<file path="src/rtl/clean_cycle_controller_if.sv">
// Signal bundle between the key-input logic / mode FSM side (master) and
// the clean cycle controller (slave).
interface clean_cycle_controller_if #(
    parameter int unsigned MODE_WIDTH = 3,
    parameter int unsigned SEC_WIDTH  = 8
);
    logic [MODE_WIDTH-1:0] current_mode;
    logic                  clean_req;
    logic                  cancel_req;
    logic                  fan_run_sec;
    logic                  clean_mode_req;
    logic [SEC_WIDTH-1:0]  remaining_sec;
    logic                  busy;
    logic                  clean_done;
    logic                  clean_abort;
    logic                  remind;

    modport master (
        output current_mode, clean_req, cancel_req, fan_run_sec,
        input  clean_mode_req, remaining_sec, busy, clean_done, clean_abort, remind
    );

    modport slave (
        input  current_mode, clean_req, cancel_req, fan_run_sec,
        output clean_mode_req, remaining_sec, busy, clean_done, clean_abort, remind
    );
endinterface

</file>
<file path="src/rtl/clean_cycle_controller.sv">
// Sequences one hood self-clean cycle (IDLE/ENTER/RUN/DONE) with a seconds countdown.
// Define CLEAN_REMIND_EN to build the fan-usage counter that drives remind.
module clean_cycle_controller #(
    parameter int unsigned           MODE_WIDTH    = 3,
    parameter logic [MODE_WIDTH-1:0] CLEAN_CODE    = MODE_WIDTH'(3'b100),
    parameter int unsigned           TICKS_PER_SEC = 100000000,
    parameter int unsigned           CLEAN_SECS    = 180,
    parameter int unsigned           SEC_WIDTH     = 8,
    parameter int unsigned           ENTER_TIMEOUT = 1000,
    parameter int unsigned           REMIND_SECS   = 36000
) (
    input  logic                     clk,
    input  logic                     rstn,
    clean_cycle_controller_if.slave  bus
);

    localparam int unsigned TW = (TICKS_PER_SEC > 1) ? $clog2(TICKS_PER_SEC) : 1;
    localparam int unsigned WW = (ENTER_TIMEOUT > 1) ? $clog2(ENTER_TIMEOUT) : 1;

    typedef enum logic [1:0] {
        IDLE  = 2'd0,
        ENTER = 2'd1,
        RUN   = 2'd2,
        DONE  = 2'd3
    } state_t;

    state_t               state, state_nxt;
    logic [WW-1:0]        wait_cnt, wait_nxt;
    logic [TW-1:0]        tick_cnt, tick_nxt;
    logic [SEC_WIDTH-1:0] rem_q, rem_nxt;
    logic                 done_nxt, abort_nxt, req_nxt;
    logic                 mode_match;

    assign mode_match        = (bus.current_mode == CLEAN_CODE);
    assign bus.remaining_sec = rem_q;

    always_ff @(posedge clk) begin
        if (!rstn) begin
            state              <= IDLE;
            wait_cnt           <= '0;
            tick_cnt           <= '0;
            rem_q              <= '0;
            bus.clean_mode_req <= 1'b0;
            bus.busy           <= 1'b0;
            bus.clean_done     <= 1'b0;
            bus.clean_abort    <= 1'b0;
        end else begin
            state              <= state_nxt;
            wait_cnt           <= wait_nxt;
            tick_cnt           <= tick_nxt;
            rem_q              <= rem_nxt;
            bus.clean_mode_req <= req_nxt;
            bus.busy           <= req_nxt;
            bus.clean_done     <= done_nxt;
            bus.clean_abort    <= abort_nxt;
        end
    end

    always_comb begin
        state_nxt = state;
        wait_nxt  = wait_cnt;
        tick_nxt  = tick_cnt;
        rem_nxt   = rem_q;
        done_nxt  = 1'b0;
        abort_nxt = 1'b0;
        case (state)
            IDLE: begin
                if (bus.clean_req) begin
                    state_nxt = ENTER;
                    wait_nxt  = '0;
                end
            end
            ENTER: begin
                if (bus.cancel_req) begin
                    state_nxt = IDLE;
                    abort_nxt = 1'b1;
                end else if (mode_match) begin
                    state_nxt = RUN;
                    rem_nxt   = SEC_WIDTH'(CLEAN_SECS);
                    tick_nxt  = '0;
                end else if (wait_cnt == WW'(ENTER_TIMEOUT - 1)) begin
                    state_nxt = IDLE;
                    abort_nxt = 1'b1;
                end else begin
                    wait_nxt = wait_cnt + WW'(1);
                end
            end
            RUN: begin
                if (bus.cancel_req || !mode_match) begin
                    state_nxt = IDLE;
                    abort_nxt = 1'b1;
                end else if (tick_cnt == TW'(TICKS_PER_SEC - 1)) begin
                    tick_nxt = '0;
                    rem_nxt  = rem_q - SEC_WIDTH'(1);
                    if (rem_q == SEC_WIDTH'(1)) begin
                        state_nxt = DONE;
                        done_nxt  = 1'b1;
                    end
                end else begin
                    tick_nxt = tick_cnt + TW'(1);
                end
            end
            DONE: state_nxt = IDLE;
            default: state_nxt = IDLE;
        endcase
        // Countdown is only visible while running; every exit from RUN zeroes it.
        if (state_nxt != RUN) begin
            rem_nxt = '0;
        end
        req_nxt = (state_nxt == ENTER) || (state_nxt == RUN);
    end

`ifdef CLEAN_REMIND_EN
    localparam int unsigned UW = $clog2(REMIND_SECS + 1);

    logic [UW-1:0] usage, usage_nxt;

    // Completing a clean resets the usage; the clear beats a same-cycle fan pulse.
    always_comb begin
        usage_nxt = usage;
        if (done_nxt) begin
            usage_nxt = '0;
        end else if (bus.fan_run_sec && (usage != UW'(REMIND_SECS))) begin
            usage_nxt = usage + UW'(1);
        end
    end

    always_ff @(posedge clk) begin
        if (!rstn) begin
            usage      <= '0;
            bus.remind <= 1'b0;
        end else begin
            usage      <= usage_nxt;
            bus.remind <= (usage_nxt == UW'(REMIND_SECS));
        end
    end
`else
    logic unused_remind;
    assign unused_remind = bus.fan_run_sec ^ (REMIND_SECS == 0);
    assign bus.remind    = 1'b0;
`endif

endmodule

</file>
<file path="src/flat_wrapper.sv">
// flat-port wrapper written by rule: the top's interface ports become plain ports
module clean_cycle_controller_flat 
#(
    parameter int unsigned           MODE_WIDTH    = 3,
    parameter logic [MODE_WIDTH-1:0] CLEAN_CODE    = MODE_WIDTH'(3'b100),
    parameter int unsigned           TICKS_PER_SEC = 100000000,
    parameter int unsigned           CLEAN_SECS    = 180,
    parameter int unsigned           SEC_WIDTH     = 8,
    parameter int unsigned           ENTER_TIMEOUT = 1000,
    parameter int unsigned           REMIND_SECS   = 36000
)
  (clk, rstn, bus_current_mode, bus_clean_req, bus_cancel_req, bus_fan_run_sec, bus_clean_mode_req, bus_remaining_sec, bus_busy, bus_clean_done, bus_clean_abort, bus_remind);
  clean_cycle_controller_if #(.MODE_WIDTH(MODE_WIDTH), .SEC_WIDTH(SEC_WIDTH)) bus_i ();
  input  logic clk;
  input  logic rstn;
  input wire logic [$bits(bus_i.current_mode)-1:0] bus_current_mode;
  input wire logic [$bits(bus_i.clean_req)-1:0] bus_clean_req;
  input wire logic [$bits(bus_i.cancel_req)-1:0] bus_cancel_req;
  input wire logic [$bits(bus_i.fan_run_sec)-1:0] bus_fan_run_sec;
  output wire logic [$bits(bus_i.clean_mode_req)-1:0] bus_clean_mode_req;
  output wire logic [$bits(bus_i.remaining_sec)-1:0] bus_remaining_sec;
  output wire logic [$bits(bus_i.busy)-1:0] bus_busy;
  output wire logic [$bits(bus_i.clean_done)-1:0] bus_clean_done;
  output wire logic [$bits(bus_i.clean_abort)-1:0] bus_clean_abort;
  output wire logic [$bits(bus_i.remind)-1:0] bus_remind;
  assign bus_i.current_mode = bus_current_mode;
  assign bus_i.clean_req = bus_clean_req;
  assign bus_i.cancel_req = bus_cancel_req;
  assign bus_i.fan_run_sec = bus_fan_run_sec;
  assign bus_clean_mode_req = bus_i.clean_mode_req;
  assign bus_remaining_sec = bus_i.remaining_sec;
  assign bus_busy = bus_i.busy;
  assign bus_clean_done = bus_i.clean_done;
  assign bus_clean_abort = bus_i.clean_abort;
  assign bus_remind = bus_i.remind;
  clean_cycle_controller #(.MODE_WIDTH(MODE_WIDTH), .CLEAN_CODE(CLEAN_CODE), .TICKS_PER_SEC(TICKS_PER_SEC), .CLEAN_SECS(CLEAN_SECS), .SEC_WIDTH(SEC_WIDTH), .ENTER_TIMEOUT(ENTER_TIMEOUT), .REMIND_SECS(REMIND_SECS)) u_core (.clk(clk), .rstn(rstn), .bus(bus_i));
endmodule
</file>
<file path="config.mk">
export PLATFORM = sky130hd
export DESIGN_NAME = clean_cycle_controller_flat
export DESIGN_NICKNAME = d
export VERILOG_FILES = /design/src/rtl/clean_cycle_controller_if.sv /design/src/rtl/clean_cycle_controller.sv /design/src/flat_wrapper.sv
export SDC_FILE = /design/constraint.sdc
export NUM_CORES = 1
export LEC_CHECK = 0
export CELL_PAD_IN_SITES_DETAIL_PLACEMENT = 0
export CELL_PAD_IN_SITES_GLOBAL_PLACEMENT = 1
export CORE_MARGIN = 3
export CORE_UTILIZATION = 40
export DETAILED_ROUTE_END_ITERATION = 10
export GPL_TIMING_DRIVEN = 0
export PLACE_DENSITY_LB_ADDON = 0.1
export SETUP_SLACK_MARGIN = 0.05
export SLEW_MARGIN = 30
export SYNTH_ARGS = -nofsm -noshare
export SYNTH_HDL_FRONTEND = slang
export SYNTH_SLANG_ARGS = --single-unit
</file>
<file path="constraint.sdc">
create_clock -name clk -period 6 [get_ports clk]
set_input_delay 1.8 -clock clk [delete_from_list [all_inputs] [get_ports clk]]
set_output_delay 1.8 -clock clk [all_outputs]
set_load 0.1 [all_outputs]
</file>
==> flow_summary.yaml <==
outcome:
  status: "completed"
critical_path:
  required_ps: 6250
  crit_chain: "clkdlybuf4s50_1 -> or4b_4 -> buf_6 -> o32a_1 -> o31ai_1 -> a21o_1 -> ha_1 -> nand2_1 -> a311oi_1 -> o21a_1"
  critical_path_class: "input pin to flip-flop"
  reg2reg_slack_ps: 3300
  startpoint_type: "input pin"
  worst_ep_arrival_time_ps: 4290
  crit_path_top_delay_cell: "or4b_4"
  cp-end-kind: "flip-flop"
  path_max_fanout: 10
  cp_slowest_stage_delay_ps: 550
cells_and_area:
  fillCellCount: 644
  area_growth_pct: 13.2
  antenna_cells: 0
  final_layout_size_suffix_gt1_frac: 0.0581
  final_nets: 360
  fin_cells: 421
synth:
  synth_seq_cells: 50
  yosys_warnings: 0
  netlist_area_sq_um: 2680
  synth.area.top_cells: "dfxtp_1 37%, nor2_1 6.7%, xnor2_1 6.2%, nand4_1 4.7%, xor2_1 4.6%"
  synth_area_leader_cell: "dfxtp_1"
  synth_top_area_frac: 0.373
  synth_edf_count: 0
  yosysMostFrequentCell: "dfxtp_1"
  synthesis.nets: 335
  syn_inst: 319
  synth_seq_area_share: 0.373
  synthTopCellsByCount: "50 x dfxtp_1, 48 x nor2_1, 24 x nand2_1"
  ys.flop_type: "dfxtp_1"
  syn_avg_cell_area_sq_um: 8.41
  async_flop_share: 0
  ys_types: 57
clock_tree:
  cts_max_level: 2
  hold_buffers: 0
  cts_root_buf: "clkbuf_8"
  clkLatencyLatePin_ps: 300
  cts_repair_resize_count: 0
  cts_num_sinks: 50
  cts_setup_buffers: 0
  cts_tree: "yes"
  cts_buffers: 5
  clockBufferDepth: 2
  clk_pin_slew_ps: 90
routing:
  num_vias: 2308
  wl_um: 6100
  drc: 0
  drtIter0Drc: 131
  first_pass_iters: 4
  routedWlPerCell_um: 14.5
  via_per_inst: 5.48
  ant_nets: 0
global_route:
  grt_max_degree: 14
  grt_pass1_vias: 2168
  grt_pass1_wl_um: 10500
  antenna_found_initial: 0
  track_usage: 0.170
  grt_overflow: 0
timing:
  fmax_mhz: 248
  fin_crit_ps: 4040
  report.final.slew_viol_count: 0
  relSlewSlack: 0.351
  tightest_slew_ps: 971
  finClkSkew_ps: 13.4
  hold_viol_final: 0
  setup_viol: 0
  setup_tns_ps: 0
  rsz0062_at_grt: "false"
  fin_crit_sh: 0.673
  timing.hold.ws_ps: 502
floorplanning:
  die_w_um: 87.9
  initial_core_util: 0.417
  io_pins: 21
  chipHeight_um: 87.9
  core_area_sq_um: 6420
  row_count: 29
  dieArea_sq_um: 7720
place:
  dp_hpwl_um: 4490
  dp_cells: 414
  portBuffers: 18
  gp_congestion: 0.776
power:
  leakage_nw: 0.970
  ir_drop_mv: 0.0970
  p_per_area_nw_per_um2: 196
min_path:
  hold_class: "flip-flop to flip-flop"
job:
  max_cap_viol_count: 0
-- path summary, 6_finish.rpt --
check                                                              start                                       end  cells after the start
worst min-delay path            u_core.bus.remaining_sec[3]$_SDFFE_PP0P_  u_core.bus.remaining_sec[3]$_SDFFE_PP0P_                      2
worst max-delay path                                      bus_cancel_req  u_core.bus.remaining_sec[2]$_SDFFE_PP0P_                     10
worst max register to register           u_core.wait_cnt[0]$_SDFFE_PN0P_  u_core.bus.remaining_sec[2]$_SDFFE_PP0P_                      9
worst min register to register  u_core.bus.remaining_sec[3]$_SDFFE_PP0P_  u_core.bus.remaining_sec[3]$_SDFFE_PP0P_                      2
-- placed cells by master, fill, tap and decap left out, types with 2 or more instances in the layout --
| master | n |
|---|---|
| nand4_1 | 20 |
| nor4_1 | 8 |
| dfxtp_1 | 50 |
| nor2b_1 | 3 |
| and4_1 | 6 |
| clkdlybuf4s50_1 | 18 |
| buf_2 | 2 |
| nor2_2 | 3 |
| xnor2_1 | 19 |
| buf_4 | 3 |
| inv_1 | 10 |
| and2_1 | 5 |
| clkbuf_8 | 5 |
| a211oi_1 | 2 |
| nand2_1 | 24 |
| o21ai_0 | 6 |
| nor3_1 | 15 |
| a21boi_1 | 2 |
| mux2i_1 | 4 |
| a21o_1 | 2 |
| and3_1 | 4 |
| ha_1 | 8 |
| xor2_1 | 14 |
| nand3_1 | 12 |
| a311oi_1 | 2 |
| a21oi_1 | 6 |
| clkbuf_1 | 8 |
| o31ai_1 | 3 |
| nor2_1 | 48 |
| nand4b_1 | 2 |
-- routing by layer --
metal / track usage / wire (um)
met1: 0.243 / 3160
met2: 0.262 / 2710
met3: 0.0320 / 154
met4: 0.0418 / 68
met5: 0 / 0
-- worst max-delay path, delay by kind of cell --
| family | cells | cell delay [ps] |
|---|---|---|
| AO/OA/AOI/OAI | 5 | 960 |
| AND/OR/NAND/NOR | 2 | 720 |
| buffers and inverters | 2 | 650 |
| adder cells (fa/ha/maj) | 1 | 150 |
-- metrics by stage --
step	instance area, sq um	power [W]	worst slack (ps)	utilization
floorplan	2680	0.000392	2380	-
global placement	2960	0.000412	1650	0.461
detailed placement	2960	0.000411	1650	0.461
CTS	3030	0.000601	1960	0.472
global route	3030	0.000620	1820	0.472
finish	3030	0.000595	1960	0.472
-- layout make-up --
cell class	instances	area, sq um	share of cell area
Multi-Input combinational cell	247	1580	0.520
Sequential cell	50	1000	0.330
Timing Repair Buffer	18	180	0.0594
Tap cell	77	96.3	0.0318
Clock buffer	7	76.3	0.0252
Buffer	12	66.3	0.0219
Inverter	10	37.5	0.0124
-- cells by family after synthesis --
logic type | share of synthesized area
AO/OA/AOI/OAI | 0.103
flip-flops | 0.373
other | 0.00140
AND/OR/NAND/NOR | 0.319
adder cells (fa/ha/maj) | 0.0373
XOR/XNOR | 0.108
buffers and inverters | 0.0387
multiplexers | 0.0191
-- report_power, final --
group	switching (W)	internal, W
sequential	0.00000238	0.000334
clock	0.000111	0.0000807
combinational	0.0000460	0.0000210
total	0.000159	0.000436
-- state kept, by name, indices dropped and copies added, names as in the netlist --
register	cells
u_core.bus.clean_abort	1
u_core.tick_cnt	27
u_core.bus.remaining_sec	8
u_core.state	2
u_core.bus.clean_mode_req	1
u_core.bus.clean_done	1
u_core.wait_cnt	10
(Power assumes the default switching activity.)
